File: src/rtl/regfile_scoreboard.sv
// Integer register file with combinational read ports, one write-back port and a
// per-register pending-write counter. Define REGFILE_BYPASS_EN for write-through forwarding.
module regfile_scoreboard #(
  parameter int XLEN   = 32,
  parameter int NREGS  = 32,
  parameter int AW     = $clog2(NREGS),
  parameter int NUM_RD = 2,
  parameter int PEND_W = 2
) (
  input  logic                     clk,
  input  logic                     rst_n,
  input  logic [NUM_RD*AW-1:0]     rd_addr,
  output logic [NUM_RD*XLEN-1:0]   rd_data,
  output logic [NUM_RD-1:0]        rd_busy,
  input  logic                     iss_valid,
  input  logic [AW-1:0]            iss_rd,
  output logic                     iss_ready,
  input  logic                     wb_valid,
  input  logic [AW-1:0]            wb_rd,
  input  logic [XLEN-1:0]          wb_data,
  output logic                     wb_err
);

  localparam logic [PEND_W-1:0] PEND_ZERO = {PEND_W{1'b0}};
  localparam logic [PEND_W-1:0] PEND_ONE  = PEND_W'(1'b1);
  localparam logic [PEND_W-1:0] PEND_MAX  = {PEND_W{1'b1}};
  localparam logic [AW-1:0]     X0        = {AW{1'b0}};
  localparam logic [XLEN-1:0]   DZERO     = {XLEN{1'b0}};

  logic [XLEN-1:0]   regs_r     [NREGS];
  logic [PEND_W-1:0] pend_r     [NREGS];
  logic [PEND_W-1:0] pend_nxt_s [NREGS];
  logic              wb_err_r;
  logic              iss_acc_s;
  logic              wb_live_s;
  logic              wb_under_s;

  assign iss_ready  = (iss_rd == X0) || (pend_r[iss_rd] != PEND_MAX);
  assign iss_acc_s  = iss_valid && iss_ready && (iss_rd != X0);
  assign wb_live_s  = wb_valid && (wb_rd != X0);
  assign wb_under_s = wb_live_s && (pend_r[wb_rd] == PEND_ZERO);
  assign wb_err     = wb_err_r;

  // Next pending count per register; an issue and write-back to the same register cancel out.
  always_comb begin
    for (int r = 0; r < NREGS; r++) begin
      pend_nxt_s[r] = pend_r[r];
      if (r == 0) begin
        pend_nxt_s[r] = PEND_ZERO;
      end else if (iss_acc_s && (iss_rd == AW'(r)) && !(wb_live_s && (wb_rd == AW'(r)))) begin
        pend_nxt_s[r] = pend_r[r] + PEND_ONE;
      end else if (wb_live_s && (wb_rd == AW'(r)) && !(iss_acc_s && (iss_rd == AW'(r)))
                   && (pend_r[r] != PEND_ZERO)) begin
        pend_nxt_s[r] = pend_r[r] - PEND_ONE;
      end else begin
        pend_nxt_s[r] = pend_r[r];
      end
    end
  end

  // Register storage, scoreboard counters and the sticky underflow flag.
  always_ff @(posedge clk or negedge rst_n) begin
    if (!rst_n) begin
      for (int r = 0; r < NREGS; r++) begin
        regs_r[r] <= DZERO;
        pend_r[r] <= PEND_ZERO;
      end
      wb_err_r <= 1'b0;
    end else begin
      for (int r = 0; r < NREGS; r++) begin
        pend_r[r] <= pend_nxt_s[r];
      end
      if (wb_live_s) begin
        regs_r[wb_rd] <= wb_data;
      end
      if (wb_under_s) begin
        wb_err_r <= 1'b1;
      end
    end
  end

  // Combinational read ports; x0 always reads zero and is never busy.
  always_comb begin
    rd_data = {(NUM_RD*XLEN){1'b0}};
    rd_busy = {NUM_RD{1'b0}};
    for (int i = 0; i < NUM_RD; i++) begin
      if (rd_addr[i*AW +: AW] == X0) begin
        rd_data[i*XLEN +: XLEN] = DZERO;
        rd_busy[i]              = 1'b0;
`ifdef REGFILE_BYPASS_EN
      end else if (rst_n && wb_live_s && (wb_rd == rd_addr[i*AW +: AW])) begin
        // Forwarded data reports the busy state the register will have after this edge.
        rd_data[i*XLEN +: XLEN] = wb_data;
        rd_busy[i]              = (pend_nxt_s[wb_rd] != PEND_ZERO);
`endif
      end else begin
        rd_data[i*XLEN +: XLEN] = regs_r[rd_addr[i*AW +: AW]];
        rd_busy[i]              = (pend_r[rd_addr[i*AW +: AW]] != PEND_ZERO);
      end
    end
  end

endmodule

File: config.mk
export PLATFORM = sky130hd
export DESIGN_NAME = regfile_scoreboard
export DESIGN_NICKNAME = d
export VERILOG_FILES = /design/src/rtl/regfile_scoreboard.sv
export SDC_FILE = /design/constraint.sdc
export NUM_CORES = 2
export LEC_CHECK = 0
export ABC_AREA = 1
export CORE_MARGIN = 4
export CORE_UTILIZATION = 40
export DETAILED_ROUTE_END_ITERATION = 7
export PLACE_DENSITY_LB_ADDON = 0.12
export SETUP_SLACK_MARGIN = 0.4
export SLEW_MARGIN = 20
export SYNTH_ARGS = -nofsm -noshare
export SYNTH_HDL_FRONTEND = slang
export SYNTH_SLANG_ARGS = --single-unit
File: constraint.sdc
create_clock -name clk -period 3.6 [get_ports clk]
set_input_delay 0.72 -clock clk [delete_from_list [all_inputs] [get_ports clk]]
set_output_delay 0.72 -clock clk [all_outputs]
set_load 0.005 [all_outputs]
==> flow_results.xml <==
<?xml version="1.0" encoding="UTF-8"?>
<metrics>
  <group name="setup_path">
    <metric name="worst_setup_path_startpoint" unit="">rd_addr[1]</metric>
    <metric name="critical-path-max-stage-delay" unit="ps">240</metric>
    <metric name="crit_cells" unit="">16</metric>
    <metric name="r2r_cells" unit="">15</metric>
    <metric name="crit_end" unit="">rd_data[3]</metric>
    <metric name="worst_setup_path_end_kind" unit="">output pin</metric>
    <metric name="reg2reg_to" unit="">pend_r[28]</metric>
    <metric name="criticalPathCategory" unit="">in -&gt; out</metric>
    <metric name="timing.critical_path.from_type" unit="">primary input</metric>
    <metric name="worstPathCellList" unit="">buf_6, buf_12, buf_12, nand2_8, buf_12, buf_12, buf_16, buf_6, o221ai_2, o22ai_1, nand2_1, nand3_2, nand2_2, a31oi_4, buf_6, buf_6</metric>
    <metric name="cpLargestDelayFamily" unit="">buffers and inverters</metric>
    <metric name="reg2reg_slack" unit="ps">1390</metric>
    <metric name="cp_buf_inv_count" unit="">9</metric>
    <metric name="critical-path-slowest-cell" unit="">a31oi_4</metric>
    <metric name="worstPathMaxFanout" unit="">5</metric>
    <metric name="rr_startpoint" unit="">pend_r[18]</metric>
    <metric name="critical_path_rt" unit="ps">2880</metric>
    <metric name="timing.critical_path.arrival" unit="ps">2780</metric>
  </group>
  <group name="finish">
    <metric name="share_of_final_layout_standard_cells_stronger_than_drive_strength_1" unit="%">19.3</metric>
    <metric name="area.growth.synth_to_final" unit="%">30.7</metric>
    <metric name="final_net_count" unit="">7552</metric>
    <metric name="finish.instance_area" unit="mm²">0.0741</metric>
  </group>
  <group name="clock_tree">
    <metric name="cts-htree-levels" unit="">3</metric>
    <metric name="cts.sink_count" unit="">1087</metric>
    <metric name="cts-root-buf" unit="">clkbuf_16</metric>
    <metric name="insertion_delay" unit="ps">760</metric>
    <metric name="cts_tree" unit="">built</metric>
    <metric name="cts.clk_slew.worst_paths" unit="ps">60</metric>
    <metric name="clock_path_buffers" unit="">3</metric>
    <metric name="cts_inserted_buffers" unit="">121</metric>
  </group>
  <group name="detailed_routing">
    <metric name="drt_pass1_iterations" unit="">8</metric>
    <metric name="detail_route.drc_violations" unit="">0</metric>
    <metric name="detail-route-antenna-nets" unit="">0</metric>
    <metric name="route.vias.total" unit="">59444</metric>
    <metric name="first_iter_violations" unit="">8952</metric>
    <metric name="routedWlPerCell" unit="µm">28.5</metric>
    <metric name="via_per_inst" unit="">6.27</metric>
    <metric name="drt_wl_total" unit="µm">271000</metric>
  </group>
  <group name="power">
    <metric name="p_per_area" unit="mW/mm²">530</metric>
    <metric name="p_total" unit="mW">39.3</metric>
    <metric name="peakVddDrop" unit="mV">0.387</metric>
    <metric name="p_leak" unit="nW">32.8</metric>
  </group>
  <group name="placed_design">
    <metric name="placement.io_buffers" unit="">123</metric>
    <metric name="final_weighted_congestion_in_routability_driven_placement" unit="">0.960</metric>
    <metric name="dpl-instance-area" unit="mm²">0.0633</metric>
    <metric name="detailed_place_hpwl" unit="µm">160000</metric>
    <metric name="dp_worst_setup_slack" unit="ps">-1090</metric>
  </group>
  <group name="grt">
    <metric name="grt-ovfl-total" unit="">0</metric>
    <metric name="grt_util_all_layers" unit="%">35.4</metric>
    <metric name="grt_first_pass_wirelength" unit="µm">389000</metric>
    <metric name="pin_count_of_the_biggest_net_entering_global_routing" unit="">126</metric>
    <metric name="grt_pass1_vias" unit="">55912</metric>
    <metric name="number_of_antenna_violations_at_the_first_check_in_global_routing" unit="">10</metric>
  </group>
  <group name="synth">
    <metric name="synth_cell_type_count" unit="">38</metric>
    <metric name="synth_nets" unit="">7285</metric>
    <metric name="synthXorXnorAreaFrac" unit="%">0</metric>
    <metric name="post_synth_fa_ha_maj_area_fraction" unit="%">0</metric>
    <metric name="synthSimpleGateAreaFrac" unit="%">17.9</metric>
    <metric name="post_synth_most_frequent_cells" unit="">2051 x nand2_1, 1461 x o21ai_0, 1087 x dfrtp_1, 491 x o221ai_1, 486 x clkbuf_1</metric>
    <metric name="synth-compound-area-share" unit="%">25.8</metric>
    <metric name="yosys_warnings" unit="">0</metric>
    <metric name="synth_area_per_cell" unit="µm²">7.85</metric>
    <metric name="yosysTopAreaCell" unit="">dfrtp_1</metric>
    <metric name="synth_area_leaders" unit="">dfrtp_1 48%, nand2_1 14%, o21ai_0 13%</metric>
    <metric name="synth_top_area_share" unit="%">48.0</metric>
    <metric name="ys_ff_latch" unit="">1087</metric>
    <metric name="sequential_fraction_of_the_synthesis_area" unit="%">48.0</metric>
    <metric name="synthMostInstantiatedCell" unit="">nand2_1</metric>
    <metric name="count_of_flip_flops_with_a_built_in_enable_after_synthesis" unit="">0</metric>
    <metric name="largest_family_of_logic_cells_by_synthesized_area" unit="">compound AO/OA/AOI/OAI gates</metric>
    <metric name="ys.flop_type" unit="">dfrtp_1</metric>
    <metric name="synthesis.area" unit="mm²">0.0567</metric>
    <metric name="syn-instance-count" unit="">7229</metric>
    <metric name="asyncSetResetFlopFracSynth" unit="%">100</metric>
    <metric name="yosys-mux-area-fraction" unit="%">0</metric>
  </group>
  <group name="sta">
    <metric name="grt_setup_unrepaired" unit="">yes</metric>
    <metric name="tightest_slew" unit="ps">908</metric>
    <metric name="final.period_utilization" unit="%">97.3</metric>
    <metric name="finalHoldViolCount" unit="">0</metric>
    <metric name="setup_viol" unit="">0</metric>
    <metric name="timing.final.ws_setup" unit="ps">98.0</metric>
    <metric name="slew_viol_final" unit="">0</metric>
    <metric name="post_route_setup_tns" unit="ps">0</metric>
    <metric name="slew_headroom" unit="%">39.5</metric>
    <metric name="period_minus_slack" unit="ps">3500</metric>
    <metric name="worst_clock_skew" unit="ps">23.5</metric>
    <metric name="clock.fmax" unit="MHz">286</metric>
  </group>
  <group name="floorplan">
    <metric name="floorplan.rows" unit="">137</metric>
    <metric name="die_area" unit="mm²">0.148</metric>
    <metric name="chipHeight" unit="µm">385</metric>
    <metric name="dieWidth" unit="µm">385</metric>
    <metric name="ioPinCount" unit="">124</metric>
    <metric name="core_region_area" unit="mm²">0.140</metric>
    <metric name="effective_utilization_at_floorplan" unit="%">40.5</metric>
  </group>
  <group name="hold_path">
    <metric name="hp-class" unit="">reg -&gt; reg</metric>
    <metric name="hold_path_depth" unit="">0</metric>
  </group>
  <group name="run_status">
    <metric name="run_status" unit="">complete, no violations</metric>
  </group>
  <group name="flow_run">
    <metric name="max_capacitance_violation_count" unit="">0</metric>
  </group>
</metrics>
## cell usage in the layout (no fill, tap or decap), types with 12 or more instances in the layout
| cell type | n |
|---|---|
| bufinv_16 | 16 |
| buf_16 | 42 |
| buf_4 | 331 |
| o22ai_2 | 23 |
| buf_2 | 19 |
| dfrtp_1 | 1087 |
| buf_8 | 22 |
| nand3_2 | 41 |
| o21ai_2 | 13 |
| a31oi_4 | 38 |
| nand2_2 | 77 |
| a22oi_1 | 17 |
| clkbuf_8 | 33 |
| buf_12 | 213 |
| nand2_4 | 17 |
| clkinv_2 | 36 |
| clkbuf_1 | 21 |
| o21ai_0 | 1392 |
| o221ai_1 | 348 |
| o22ai_1 | 240 |
| o221ai_2 | 138 |
| nand4_1 | 67 |
| nand2_1 | 1962 |
| nand3_1 | 158 |
| inv_1 | 416 |
| nor2_1 | 114 |
| clkdlybuf4s50_1 | 43 |
| nor2_2 | 12 |
| nor2_4 | 20 |
| inv_2 | 18 |
| clkbuf_16 | 134 |
| nor3_1 | 42 |
| buf_6 | 128 |
| o21ai_1 | 171 |
## layer usage
layer	share of wire [%]	vias up	global-route usage, %
met5	0.021	-	0
met4	5.3	8	16.1
met3	12	811	8.61
met2	42	4023	51.5
met1	41	28951	49.9
li1	-	25651	-
## cell type report
class,count,area (µm²)
antenna,5,12.5
clock buffer,177,3610
clock inverter,49,701
fill,13061,66100
inverter,467,1910
multi-input combinational,4984,27400
sequential,1087,27200
tap,1876,2350
timing repair buffer,830,10800
timing repair inverter,5,81.3
## how the worst min path moves through the flow
stage	start	to	slack, ps
6_report	regs_r[997]	regs_r[997]	400
5_1_grt	regs_r[997]	regs_r[997]	400
4_1_cts	regs_r[1006]	regs_r[1006]	390
3_5_place_dp	regs_r[1012]	regs_r[1012]	380
3_3_place_gp	regs_r[1000]	regs_r[1000]	380
2_1_floorplan	rst_n	pend_r[0]	420
## sequential cells by signal, summed over array words and instances, names as in the netlist
| register | count |
|---|---|
| regs_r | 1024 |
| pend_r | 62 |
| wb_err | 1 |
## report_power, final
part	switching (mW)	total, mW	internal (mW)	leakage (nW)
Sequential	1.97	16.6	14.6	13.7
Combinational	5.46	9.16	3.70	17.0
Clock	5.53	13.5	8.00	2.11
Total	13.0	39.3	26.3	32.8
## metrics by stage
stage               instances  hold slack, ps  utilization, %
finish                   9480             396            52.9
global route             9476             405            52.9
CTS                      9407             394            51.1
detailed placement       9011             380            45.1
global placement         9011             378            45.1
floorplan                7229             424               -
## cells by family after synthesis
family | after synthesis
buffers and inverters | 1159
AOI/OAI and AO/OA | 2447
and+or+nand+nor | 2536
DFF | 1087
## worst reg2reg max path: stages (launching register included)
cell and delay, ps:
dfrtp_1 420, inv_1 150, nor2_1 80, nor2_1 110, nand2_1 70, nand2_1 60, nand2_1 50, inv_1 60
nand2_2 50, nand2_1 60, nand2_1 60, nand2_2 70, buf_4 440, nand4_1 230, nand3_1 140, nand2_1 60
## repair_timing
| item | 4_1_cts | 5_1_grt |
|---|---|---|
| setup buffers | 132 | 56 |
| pin swaps | 140 | 186 |
| endpoints found under the setup margin | 67 | 67 |
| hold buffers | 1 | 0 |
| gates cloned | 37 | 12 |
| gates resized for setup | 603 | 466 |
| endpoints found under the hold margin | 21 | 0 |
Note: power is estimated with default switching activity, not from simulation.
